`src/rtl/ugv_disp_pkg.sv`:
```
// Shared display definitions: digit width, blank code, decimal ceiling and
// the converter FSM state type. The display multiplexer uses BLANK_DIGIT too.
package ugv_disp_pkg;

    localparam int unsigned DIGIT_W     = 32'd4;
    localparam logic [3:0]  BLANK_DIGIT = 4'hF;
    localparam int unsigned MAX_DEC     = 32'd99_999_999;

    typedef enum logic [1:0] {
        ST_IDLE   = 2'd0,
        ST_CONV   = 2'd1,
        ST_FINISH = 2'd2
    } state_t;

endpackage

```
`src/rtl/bcd_add3.sv`:
```
// Double-dabble nibble correction: a BCD digit of 5 or more gets +3 so the
// following left shift carries correctly into the next decimal digit.
module bcd_add3 (
    input  logic [3:0] i_nib,
    output logic [3:0] o_nib
);

    assign o_nib = (i_nib >= 4'd5) ? (i_nib + 4'd3) : i_nib;

endmodule

```
`src/rtl/bin_to_bcd8.sv`:
```
// Sequential 27-bit binary to 8-digit BCD converter for the 8-digit display.
// One conversion takes 28 edges from the sampling of start to done. Inputs
// above 99,999,999 saturate to all nines and raise ovf; optional
// leading-zero blanking replaces unused upper digits with the blank code.
module bin_to_bcd8
    import ugv_disp_pkg::*;
#(
    parameter int BIN_W = 27,
    parameter int NDIG  = 8
) (
    input  logic             clk,
    input  logic             rst_n,
    input  logic             start,
    input  logic [BIN_W-1:0] bin,
    input  logic             blank_lz,
    output logic             busy,
    output logic             done,
    output logic             ovf,
    output logic [3:0]       d0,
    output logic [3:0]       d1,
    output logic [3:0]       d2,
    output logic [3:0]       d3,
    output logic [3:0]       d4,
    output logic [3:0]       d5,
    output logic [3:0]       d6,
    output logic [3:0]       d7
);

    localparam int               BCD_W    = NDIG * DIGIT_W;
    localparam logic [BIN_W-1:0] MAX_BIN  = BIN_W'(MAX_DEC);
    localparam logic [4:0]       ITER_CNT = 5'(BIN_W);

    state_t               r_state;
    state_t               w_state_nxt;
    logic                 w_load;
    logic                 w_shift;
    logic                 w_fin;

    logic [BIN_W-1:0]     r_bin;
    logic [BCD_W-1:0]     r_bcd;
    logic [BCD_W-1:0]     w_adj;
    logic [4:0]           r_cnt;
    logic                 r_blank;
    logic                 r_ovf_pend;

    logic [DIGIT_W-1:0]   w_disp [NDIG];
    logic [DIGIT_W-1:0]   w_nib;
    logic                 w_lead;

    logic [DIGIT_W-1:0]   r_dig  [NDIG];
    logic                 r_done;
    logic                 r_ovf;

    // Per-digit +3 correction applied to the BCD half before every shift.
    genvar g;
    for (g = 0; g < NDIG; g++) begin : g_add3
        bcd_add3 u_add3 (
            .i_nib (r_bcd[g*DIGIT_W +: DIGIT_W]),
            .o_nib (w_adj[g*DIGIT_W +: DIGIT_W])
        );
    end

    // FSM state register; reset aborts any conversion in flight.
    always_ff @(posedge clk or negedge rst_n) begin
        if (!rst_n) begin
            r_state <= ST_IDLE;
        end else begin
            r_state <= w_state_nxt;
        end
    end

    // Next-state and datapath strobes; start is only looked at in IDLE.
    always_comb begin
        w_state_nxt = r_state;
        w_load      = 1'b0;
        w_shift     = 1'b0;
        w_fin       = 1'b0;
        case (r_state)
            ST_IDLE: begin
                if (start) begin
                    w_load      = 1'b1;
                    w_state_nxt = ST_CONV;
                end else begin
                    w_state_nxt = ST_IDLE;
                end
            end
            ST_CONV: begin
                w_shift = 1'b1;
                if (r_cnt == 5'd1) begin
                    w_state_nxt = ST_FINISH;
                end else begin
                    w_state_nxt = ST_CONV;
                end
            end
            ST_FINISH: begin
                w_fin       = 1'b1;
                w_state_nxt = ST_IDLE;
            end
            default: begin
                w_state_nxt = ST_IDLE;
            end
        endcase
    end

    // Conversion datapath: capture operands, then adjust-and-shift per cycle.
    // A bit falling off the top digit can only happen for values beyond eight
    // digits, so it is folded into the pending overflow as a cross-check.
    always_ff @(posedge clk or negedge rst_n) begin
        if (!rst_n) begin
            r_bin      <= {BIN_W{1'b0}};
            r_bcd      <= {BCD_W{1'b0}};
            r_cnt      <= 5'd0;
            r_blank    <= 1'b0;
            r_ovf_pend <= 1'b0;
        end else if (w_load) begin
            r_bin      <= bin;
            r_bcd      <= {BCD_W{1'b0}};
            r_cnt      <= ITER_CNT;
            r_blank    <= blank_lz;
            r_ovf_pend <= (bin > MAX_BIN);
        end else if (w_shift) begin
            r_bcd      <= {w_adj[BCD_W-2:0], r_bin[BIN_W-1]};
            r_bin      <= {r_bin[BIN_W-2:0], 1'b0};
            r_cnt      <= r_cnt - 5'd1;
            r_ovf_pend <= r_ovf_pend | w_adj[BCD_W-1];
        end else begin
            r_bin      <= r_bin;
            r_bcd      <= r_bcd;
            r_cnt      <= r_cnt;
            r_blank    <= r_blank;
            r_ovf_pend <= r_ovf_pend;
        end
    end

    // Display formatting: saturate on overflow, otherwise blank leading zeros
    // from the top down while never blanking the units digit.
    always_comb begin
        w_lead = 1'b1;
        w_nib  = {DIGIT_W{1'b0}};
        for (int i = 0; i < NDIG; i++) begin
            w_disp[i] = {DIGIT_W{1'b0}};
        end
        for (int i = NDIG - 1; i >= 0; i--) begin
            w_nib = r_bcd[i*DIGIT_W +: DIGIT_W];
            if (r_ovf_pend) begin
                w_disp[i] = 4'd9;
            end else if (r_blank && w_lead && (i != 0) && (w_nib == 4'd0)) begin
                w_disp[i] = BLANK_DIGIT;
            end else begin
                w_disp[i] = w_nib;
            end
            w_lead = w_lead & (w_nib == 4'd0);
        end
    end

    // Output registers: digits and ovf only change on FINISH; done pulses once.
    always_ff @(posedge clk or negedge rst_n) begin
        if (!rst_n) begin
            for (int i = 0; i < NDIG; i++) begin
                r_dig[i] <= {DIGIT_W{1'b0}};
            end
            r_ovf  <= 1'b0;
            r_done <= 1'b0;
        end else begin
            r_done <= w_fin;
            if (w_fin) begin
                r_dig <= w_disp;
                r_ovf <= r_ovf_pend;
            end else begin
                r_dig <= r_dig;
                r_ovf <= r_ovf;
            end
        end
    end

    assign busy = (r_state != ST_IDLE);
    assign done = r_done;
    assign ovf  = r_ovf;
    assign d0   = r_dig[0];
    assign d1   = r_dig[1];
    assign d2   = r_dig[2];
    assign d3   = r_dig[3];
    assign d4   = r_dig[4];
    assign d5   = r_dig[5];
    assign d6   = r_dig[6];
    assign d7   = r_dig[7];

endmodule

```
`config.mk`:
```
export PLATFORM = sky130hd
export DESIGN_NAME = bin_to_bcd8
export DESIGN_NICKNAME = d
export VERILOG_FILES = /design/src/rtl/ugv_disp_pkg.sv /design/src/rtl/bcd_add3.sv /design/src/rtl/bin_to_bcd8.sv
export SDC_FILE = /design/constraint.sdc
export NUM_CORES = 1
export LEC_CHECK = 0
export BUFFER_PORTS_ARGS = -buffer_cell sky130_fd_sc_hd__buf_4
export CAP_MARGIN = 40
export CORE_MARGIN = 2
export CORE_UTILIZATION = 40
export DETAILED_ROUTE_END_ITERATION = 8
export GPL_ROUTABILITY_DRIVEN = 0
export GPL_TIMING_DRIVEN = 0
export PLACE_DENSITY = 0.62
export SYNTH_ARGS = -nofsm -noshare
export SYNTH_HDL_FRONTEND = slang
export SYNTH_SLANG_ARGS = --single-unit
```
`constraint.sdc`:
```
create_clock -name clk -period 1.7 [get_ports clk]
set_input_delay 0.17 -clock clk [delete_from_list [all_inputs] [get_ports clk]]
set_output_delay 0.17 -clock clk [all_outputs]
set_load 0.01 [all_outputs]
```
==> results.cfg, run 1 <==
[setup_path]
cp-start-kind = flip-flop
ff2ff_path_depth = 6
slowest_delay_ns = 0.42
r2r_start = r_bcd[13]$_DFFE_PN0P_
rrSetupSlack_ns = -0.26
worstSetupEndpointType = flip-flop
crit_required_ns = 1.97
crit_path_cell_trace = inv_2 > ha_4 > or3b_4 > nor4_4 > nand4_2 > a31oi_1
cp_data_arrival_time_ns = 2.23
worstSetupPathType = reg -> reg
cp_max_fo = 4
crit_slowest_cell = dfrtp_1
reg2reg_to = d1[1]$_DFFE_PN0P_
crit_buf_inv = 1
cp_top_family = simple AND/OR/NAND/NOR gates

[synthesis]
synth_enable_flop_cells = 0
ys.flop_type = dfrtp_1
syn_inst = 528
netlist_area_um2 = 5090
ys_top_cells_by_count = dfrtp_1, nand2_1, o21ai_0
yosys.area.top_type = dfrtp_1
ys_ff_latch = 102
avgSynthCellArea_um2 = 9.64
ys_warn_count = 0
yosysUniqueCellTypes = 44
synth_top_area_share_pct = 50.2
yosysSeqAreaShare_pct = 50.2
synth_nets = 584
async_flop_share_pct = 100
yosysMostFrequentCell = dfrtp_1
synthTopCellsByArea = dfrtp_1, nand2_1, ha_1

[global_route]
grt_pass1_wl_um = 21200
grt_antenna_before_repair = 0
overflow = 0
grt_usage_pct = 20.3
grt_pass1_vias = 4260
grt_max_degree = 60

[routing]
routed_wl_um = 13200
vias = 4378
dr.pass1.iters = 4
drt-vias-per-instance = 5.33
drcViolationCount = 0
post_drt_wl_per_cell_um = 16.1
ant_nets = 0
first_iter_violations = 270

[die]
start_util_pct = 40.6
die_h_um = 117
die_area_um2 = 13600
die_w_um = 117
coreArea_um2 = 12500
row_count = 41
io_pins = 66

[timing]
final_hold_viol_count = 0
period_share_pct = 116
setup_violations = 20
fin_crit_ns = 1.96
max_freq_mhz = 509
grt_setup_unrepaired = true
worst_pin_slew_ns = 0.837
finalWorstSetupSlack_ns = -0.264
relSlewSlack_pct = 44.2
slew_viol_final = 0
finClkSkew_ns = 0.00607

[placement]
pre_cts_ws_ns = -0.285
placed_area_um2 = 5830
dp_hpwl_um = 8940
io_buffers = 65

[pwr]
power_density_nw_per_um2 = 1760
leakagePower_nw = 3.03
peakVddDrop_mv = 0.893

[min_path]
hp-start = bin[0]
holdPathStages = 3
hp-class = in -> reg
whs_endpoint = r_bin[0]$_DFFE_PN0P_

[finish]
num-nets-final = 700
num-fill-cells = 1146
final_layout_size_suffix_gt1_share_pct = 31.4
fin_area_um2 = 6720
antenna_cells = 0
synthToLayoutAreaGrowth_pct = 32.0

[clocking]
cts_sinks = 102
cts_max_path_buffers = 2
cts.htree.levels = 3
cts_root_buf = clkbuf_16
clkLatencyLatePin_ns = 0.35
clk_pin_slew_ns = 0.06
cts_tree = done
numCtsBuffers = 9

[job]
max-cap-violations = 0

[outcome]
violations = negative setup slack
run_status = finished, violations left
## repair_timing
action	in CTS	in global routing
setup endpoints to repair	82	89
hold buffers	1	0
pin swaps	19	18
endpoints found under the hold margin	43	0
buffers inserted	19	20
gates resized for setup	59	59
## per-layer routing
layer | GRT usage [%] | part of all wire, % | up-vias
li1 | - | - | 2098
met1 | 26.3 | 44 | 2160
met2 | 32.9 | 49 | 98
met3 | 4.79 | 4.0 | 22
met4 | 8.31 | 2.3 | 0
met5 | 0 | 0 | -
## cells in the final DEF (no fill, tap or decap), drive strengths merged, types with 2 or more instances in the layout
cell and count:
nor3b 5, nand2 97, xnor2 10, a22oi 26, and2 2, buf 108, nor4 4, mux2 7
clkinv 2, a31oi 4, nand3 26, ha 25, o31ai 23, a32o 8, nand2b 13, inv 19
nor3 10, nor2b 2, clkbuf 38, a21oi 25, or3b 5, dfrtp 102, o21ai 42, nor2 25
o211ai 4, nand4 2, nor4b 2
## worst max-delay path by stage
stage                                from                      to  depth (start not counted)
floorplan           r_bcd[20]$_DFFE_PN0P_       d1[1]$_DFFE_PN0P_                          6
detailed placement  r_bcd[12]$_DFFE_PN0P_       d1[1]$_DFFE_PN0P_                          6
global route        r_bcd[13]$_DFFE_PN0P_       d2[0]$_DFFE_PN0P_                          7
finish              r_bcd[13]$_DFFE_PN0P_       d1[1]$_DFFE_PN0P_                          6
global placement     r_state[0]$_DFF_PN0_  r_ovf_pend$_DFFE_PN0P_                          5
CTS                 r_bcd[24]$_DFFE_PN0P_       d1[1]$_DFFE_PN0P_                          6
## cell families (layout without fill, tap and decap cells)
group | Yosys count | count (layout) | share of synthesized area, %
multiplexers | 8 | 8 | 1.75
flip-flops | 102 | 102 | 50.2
buffers and inverters | 48 | 169 | 3.57
adder cells (fa/ha/maj) | 25 | 25 | 6.15
AO/OA/AOI/OAI | 137 | 137 | 17.3
AND/OR/NAND/NOR | 197 | 197 | 19.2
XOR/XNOR | 11 | 11 | 1.89
## layout make-up
| type | count | area (um2) | share of cell area (%) |
|---|---|---|---|
| clock buffers | 13 | 250 | 3.73 |
| repair buffers | 106 | 850 | 12.7 |
| inverters | 19 | 71.3 | 1.06 |
| flip-flops and latches | 102 | 2550 | 38.0 |
| multi-input cells | 378 | 2590 | 38.6 |
| plain buffers | 28 | 140 | 2.09 |
| clock inverters | 3 | 43.8 | 0.652 |
| well taps | 172 | 215 | 3.20 |
## sequential cells by signal, indices dropped and copies added, names as in the netlist, 2 cells and up
| signal | flops |
|---|---|
| r_bcd | 32 |
| d3 | 4 |
| d1 | 4 |
| d4 | 4 |
| d7 | 4 |
| r_cnt | 5 |
| d0 | 4 |
| d2 | 4 |
| r_state | 2 |
| d6 | 4 |
| d5 | 4 |
| r_bin | 27 |
## worst register-to-register path: stages (launching register included)
cell and delay (ns):
dfrtp_1 0.42, inv_2 0.12, ha_4 0.13, or3b_4 0.39, nor4_4 0.38, nand4_2 0.23, a31oi_1 0.22
## power by group
group | switching (mW) | internal [mW]
clock network | 0.874 | 1.18
registers | 0.824 | 3.29
logic | 2.96 | 2.71
total | 4.66 | 7.18
## through the flow
stage | setup TNS (ns) | instances | util, % | hold WS (ns) | total power [mW]
after global routing | -4.47 | 821 | 53.6 | 0.0288 | 12.8
final | -2.64 | 821 | 53.6 | 0.0205 | 11.8
after global placement | -10.34 | 765 | 46.3 | 0.381 | 8.30
after detailed placement | -12.80 | 766 | 46.6 | 0.207 | 8.49
after floorplan | -0.164 | 528 | - | -0.126 | 7.16
after CTS | -2.08 | 802 | 51.3 | 0.00689 | 11.2
No activity file was read; power rests on OpenSTA's default activity.
==> run 2, diff against run 1 <==
--- a/config.mk
+++ b/config.mk
@@ -13,6 +13,7 @@
 export GPL_ROUTABILITY_DRIVEN = 0
 export GPL_TIMING_DRIVEN = 0
 export PLACE_DENSITY = 0.62
+export RECOVER_POWER = 50
 export SYNTH_ARGS = -nofsm -noshare
 export SYNTH_HDL_FRONTEND = slang
 export SYNTH_SLANG_ARGS = --single-unit
==> run 2 against run 1 <==
Against the previous run: the flow still finishes with violations (negative setup slack); register-to-register slack hardly changed; first-iteration DRC count is 4.8% higher; largest cell class unchanged; final area is 2.0% lower; critical path depth stayed put; non-clock buffer count stayed put; final cell count stayed put.
==> results.cfg, run 2 (synthesized netlist as in run 1, its figures left out) <==
[outcome]
run_status = finished, violations left
violations = negative setup slack

[finish]
num-fill-cells = 1184
top_register = r_bcd
final_layout_size_suffix_gt1_share_pct = 26.2
antenna_cells = 0
register_area_um2 = 2550
final_common_cell = dfrtp_1
largest_reg_flops = 32
multiInputGateArea_um2 = 2590
num-nets-final = 700
reg_top3 = r_bcd x32, r_bin x27, r_cnt x5
synthToLayoutAreaGrowth_pct = 29.3
most-common-layout-cells = dfrtp_1, nand2_1, buf_4

[routing]
met3_length_um = 553
routed_wl_um = 13300
drcViolationCount = 0
met2WireLength_um = 6560
dr.pass1.iters = 7
first_iter_violations = 283
drt-vias-per-instance = 5.36
ant_nets = 0
post_drt_wl_per_cell_um = 16.2
m1WireLength_um = 5850
top_layer_used = met4
vias = 4403

[setup_path]
cp_max_fo = 4
crit_required_ns = 1.97
reg2reg_to = d1[1]$_DFFE_PN0P_
cp-start-kind = flip-flop
r2r_start = r_bcd[13]$_DFFE_PN0P_
crit_slowest_cell = dfrtp_1
worstSetupEndpointType = flip-flop
crit_path_cell_trace = inv_2 > ha_4 > or3b_4 > nor4_4 > nand4_2 > a31oi_1
cp_data_arrival_time_ns = 2.24
rrSetupSlack_ns = -0.27
ff2ff_path_depth = 6
worstSetupPathType = reg -> reg
slowest_delay_ns = 0.42

[pwr]
peakVddDrop_mv = 0.892
power_density_nw_per_um2 = 1790
leakagePower_nw = 2.91
power_mw = 11.8

[die]
io_pins = 66
die_area_um2 = 13600
die_h_um = 117
row_count = 41
start_util_pct = 40.6
die_w_um = 117
coreArea_um2 = 12500

[global_route]
overflow = 0
grt_usage_pct = 20.3
grt_pass1_vias = 4260
grt_max_degree = 60
grt_pass1_wl_um = 21200
grt_antenna_before_repair = 0

[clocking]
cts_tree = done
cts_root_buf = clkbuf_16
clk_pin_slew_ns = 0.07
cts_sinks = 102
cts.htree.levels = 3
numCtsBuffers = 9
cts_max_path_buffers = 2
clkLatencyLatePin_ns = 0.35

[timing]
finClkSkew_ns = 0.00601
holdWs_ns = 0.0215
relSlewSlack_pct = 26.8
slew_viol_final = 0
fin_crit_ns = 1.97
final_hold_viol_count = 0
grt_setup_unrepaired = true
max_freq_mhz = 507
setup_violations = 20
worst_pin_slew_ns = 1.10
period_share_pct = 116
finalWorstSetupSlack_ns = -0.273

[placement]
io_buffers = 65
dp_hpwl_um = 8940

[min_path]
hp-start = bin[0]
hp-class = in -> reg
whs_endpoint = r_bin[0]$_DFFE_PN0P_
holdPathStages = 3

[job]
max-cap-violations = 0
==> run 2: changes by cell type in the layout (fill, tap and decap cells not counted) <==
| cell | before | now |
|---|---|---|
| buf_4 | 99 | 64 |
| buf_16 | 1 | 0 |
| clkbuf_2 | 14 | 15 |
| buf_12 | 1 | 2 |
| clkbuf_1 | 11 | 45 |
==> run 2: worst max path at each step <==
| stage | from | endpoint | depth (start not counted) |
|---|---|---|---|
| final | r_bcd[13]$_DFFE_PN0P_ | d1[1]$_DFFE_PN0P_ | 6 |
| after global routing | r_bcd[13]$_DFFE_PN0P_ | d2[0]$_DFFE_PN0P_ | 7 |
| after CTS | r_bcd[24]$_DFFE_PN0P_ | d1[1]$_DFFE_PN0P_ | 6 |
| after detailed placement | r_bcd[12]$_DFFE_PN0P_ | d1[1]$_DFFE_PN0P_ | 6 |
| after global placement | r_state[0]$_DFF_PN0_ | r_ovf_pend$_DFFE_PN0P_ | 5 |
| after floorplan | r_bcd[20]$_DFFE_PN0P_ | d1[1]$_DFFE_PN0P_ | 6 |
==> run 2: metal layers <==
metal	up-vias	track usage (%)
li1	2096	-
met1	2177	26.3
met2	106	32.9
met3	24	4.79
met4	0	8.31
met5	-	0
==> run 2: through the flow <==
stage	setup slack, ns	instances	TNS (ns)	instance area (um2)	util, %
6_report	-0.273	821	-2.70	6580	52.5
4_1_cts	-0.215	802	-2.08	6430	51.3
5_1_grt	-0.350	821	-4.48	6580	52.5
2_1_floorplan	-0.0458	528	-0.164	5100	-
3_5_place_dp	-0.285	766	-12.80	5830	46.6
3_3_place_gp	-0.270	765	-10.34	5800	46.3
==> run 2: area by class of cell <==
| class | count | area share [%] |
|---|---|---|
| multi-input cells | 378 | 39.4 |
| flip-flops and latches | 102 | 38.8 |
| repair buffers | 106 | 10.8 |
| clock buffers | 13 | 3.80 |
| well taps | 172 | 3.27 |
| plain buffers | 28 | 2.13 |
| inverters | 19 | 1.08 |
| clock inverters | 3 | 0.666 |
==> run 2: worst max-delay path: cells and delay by family, from the launching register on <==
kind                       cells  cell delay (ns)
buffers and inverters          1             0.12
and+or+nand+nor                3             1.01
AOI/OAI and AO/OA              1             0.22
DFF                            1             0.42
adders and majority gates      1             0.13
==> run 2: timing repair <==
item / CTS / global route
endpoints found under the setup margin: 82 / 89
buffers inserted: 19 / 20
resized for setup: 59 / 59
pin swaps: 19 / 18
endpoints found under the hold margin: 43 / 0
gates cloned: 0 / 0
hold buffers: 1 / 0
==> run 2: report_power, final <==
part	switching [mW]	total [mW]	internal, mW	leakage [nW]
Clock	0.878	2.06	1.18	0.144
Combinational	2.97	5.61	2.64	1.53
Sequential	0.824	4.11	3.29	1.23
Total	4.67	11.8	7.11	2.91
==> run 3, diff against run 2 <==
--- a/config.mk
+++ b/config.mk
@@ -8,12 +8,12 @@
 export BUFFER_PORTS_ARGS = -buffer_cell sky130_fd_sc_hd__buf_4
 export CAP_MARGIN = 40
 export CORE_MARGIN = 2
-export CORE_UTILIZATION = 40
+export CORE_UTILIZATION = 48
 export DETAILED_ROUTE_END_ITERATION = 8
 export GPL_ROUTABILITY_DRIVEN = 0
 export GPL_TIMING_DRIVEN = 0
-export PLACE_DENSITY = 0.62
-export RECOVER_POWER = 50
+export PLACE_DENSITY = 0.69
+export RECOVER_POWER = 25
 export SYNTH_ARGS = -nofsm -noshare
 export SYNTH_HDL_FRONTEND = slang
 export SYNTH_SLANG_ARGS = --single-unit
==> constraint.sdc (replaced) <==
create_clock -name clk -period 2.5 [get_ports clk]
set_input_delay 0.25 -clock clk [delete_from_list [all_inputs] [get_ports clk]]
set_output_delay 0.25 -clock clk [all_outputs]
set_load 0.01 [all_outputs]
==> run 3 against run 2 <==
Against the previous run: the flow now finishes without violations; sequential cell count did not move; sequential share of layout area rose by 4.1 points; sequential power fell by 33%; clock skew barely moved; setup slack improved by 0.61 ns; combinational power fell by 47%; global-route usage rose by 2.5 points; total power fell by 42%; critical path type unchanged; largest cell class is now flip-flops and latches; largest power group unchanged; highest routed layer unchanged.
==> results.cfg, run 3 (synthesized netlist as in run 1, its figures left out) <==
[outcome]
run_status = completed

[global_route]
grt_antenna_before_repair = 0
grt_pass1_vias = 4067
grt_use_met2_pct = 37.1
grt_usage_pct = 22.8
grt_max_degree = 54
met1_usage_pct = 31.2
overflow = 0
busiest_layer = met2
use_met3_pct = 3.71
grt_pass1_wl_um = 20300

[timing]
period_share_pct = 86.5
fin_crit_ns = 2.16
finalWorstSetupSlack_ns = 0.336
grt_setup_unrepaired = false
final_hold_viol_count = 0
finClkSkew_ns = 0.00605
max_freq_mhz = 462
relSlewSlack_pct = 14.4
tns_ns = 0
slew_viol_final = 0
worst_pin_slew_ns = 1.28
setup_violations = 0

[setup_path]
worstSetupEndpointType = flip-flop
crit_path_cell_trace = inv_1 > ha_1 > or3b_1 > nor3_2 > a21oi_1 > a31oi_1
cp-start-kind = flip-flop
cp_data_arrival_time_ns = 2.45
crit_slowest_cell = nor3_2
crit_required_ns = 2.79
slowest_delay_ns = 0.52
cp_max_fo = 7
worstSetupPathType = reg -> reg

[finish]
reg_top3 = r_bcd x32, r_bin x27, r_cnt x5
final_layout_size_suffix_gt1_share_pct = 14.4
antenna_cells = 0
final_common_cell = dfrtp_1
stdcell_count = 747
num-nets-final = 662
top_register = r_bcd
utilization_pct = 57.6
synthToLayoutAreaGrowth_pct = 16.8
num-fill-cells = 916
most-common-layout-cells = dfrtp_1, nand2_1, buf_4
largest_reg_flops = 32

[routing]
post_drt_wl_per_cell_um = 16.6
routed_wl_um = 12400
drcViolationCount = 0
drt-vias-per-instance = 5.58
dr.pass1.iters = 4
vias = 4165
ant_nets = 0
first_iter_violations = 275

[clocking]
numCtsBuffers = 9
cts_hold_buf = 1
cts_root_buf = clkbuf_8
cts_sinks = 102
cts.htree.levels = 3
cts_setup_buffers = 0
cts_tree = done
clk_pin_slew_ns = 0.09
cts-resized-gates = 0
clkLatencyLatePin_ns = 0.37
cts_max_path_buffers = 2

[job]
max-cap-violations = 0

[placement]
dp_hpwl_um = 8910
dp.cells = 730
io_buffers = 65
pre_cts_ws_ns = 0.385

[die]
io_pins = 66
coreArea_um2 = 10300
start_util_pct = 49.3
die_w_um = 107
die_area_um2 = 11400
row_count = 37
die_h_um = 107

[pwr]
leakagePower_nw = 2.67
peakVddDrop_mv = 0.492
power_density_nw_per_um2 = 1140

[min_path]
hp-class = in -> reg
[run 3: changes by cell type in the layout (fill, tap and decap cells not counted), sizes merged]
cell / delta
clkbuf: -23
buf: -16
clkinv: +1
[run 3: power breakdown]
part           internal, mW  switching (mW)
clock                 0.513           0.548
combinational          1.27            1.69
sequential             2.23           0.542
total                  4.01            2.78
[run 3: worst max-delay path, delay by kind of cell (launching register included)]
kind	cells	cell delay, ns
AND/OR/NAND/NOR	2	0.98
buffers and inverters	1	0.14
flip-flops	1	0.44
adder cells (fa/ha/maj)	1	0.16
AO/OA/AOI/OAI	2	0.38
[run 3: layer usage]
metal | vias to the layer above | wire [um]
met5 | - | 0
met4 | 0 | 227
met3 | 18 | 546
met2 | 98 | 5910
met1 | 2036 | 5720
li1 | 2013 | -
[run 3: worst paths after layout]
| kind | from | end | slack [ns] | cells past startpoint |
|---|---|---|---|---|
| worst min register to register | d0[3]$_DFFE_PN0P_ | d0[3]$_DFFE_PN0P_ | 0.47 | 2 |
| worst max-delay path | r_bcd[20]$_DFFE_PN0P_ | d3[0]$_DFFE_PN0P_ | 0.34 | 6 |
| max in group asynchronous | rst_n | r_bcd[20]$_DFFE_PN0P_ | 0.95 | 3 |
| worst max register to register | r_bcd[20]$_DFFE_PN0P_ | d3[0]$_DFFE_PN0P_ | 0.34 | 6 |
| worst min-delay path | blank_lz | r_blank$_DFFE_PN0P_ | 0.07 | 3 |
| min in group asynchronous | rst_n | d0[2]$_DFFE_PN0P_ | 0.69 | 2 |
[run 3: cell type report]
type,instances,area [um2],area share (%)
Clock inverter,4,45.0,0.758
Clock buffer,12,155,2.61
Sequential cell,102,2550,42.9
Timing Repair Buffer,67,485,8.17
Tap cell,136,170,2.86
Inverter,19,71.3,1.20
Multi-Input combinational cell,378,2350,39.6
Buffer,29,110,1.85
[run 3: stage by stage]
stage | power [mW] | instance area [um2] | hold WS, ns
finish | 6.80 | 5940 | 0.0729
global route | 7.35 | 5940 | 0.0768
CTS | 6.83 | 5980 | 0.0614
detailed placement | 5.76 | 5770 | 0.323
global placement | 5.60 | 5750 | 0.455
floorplan | 4.85 | 5090 | -0.0456
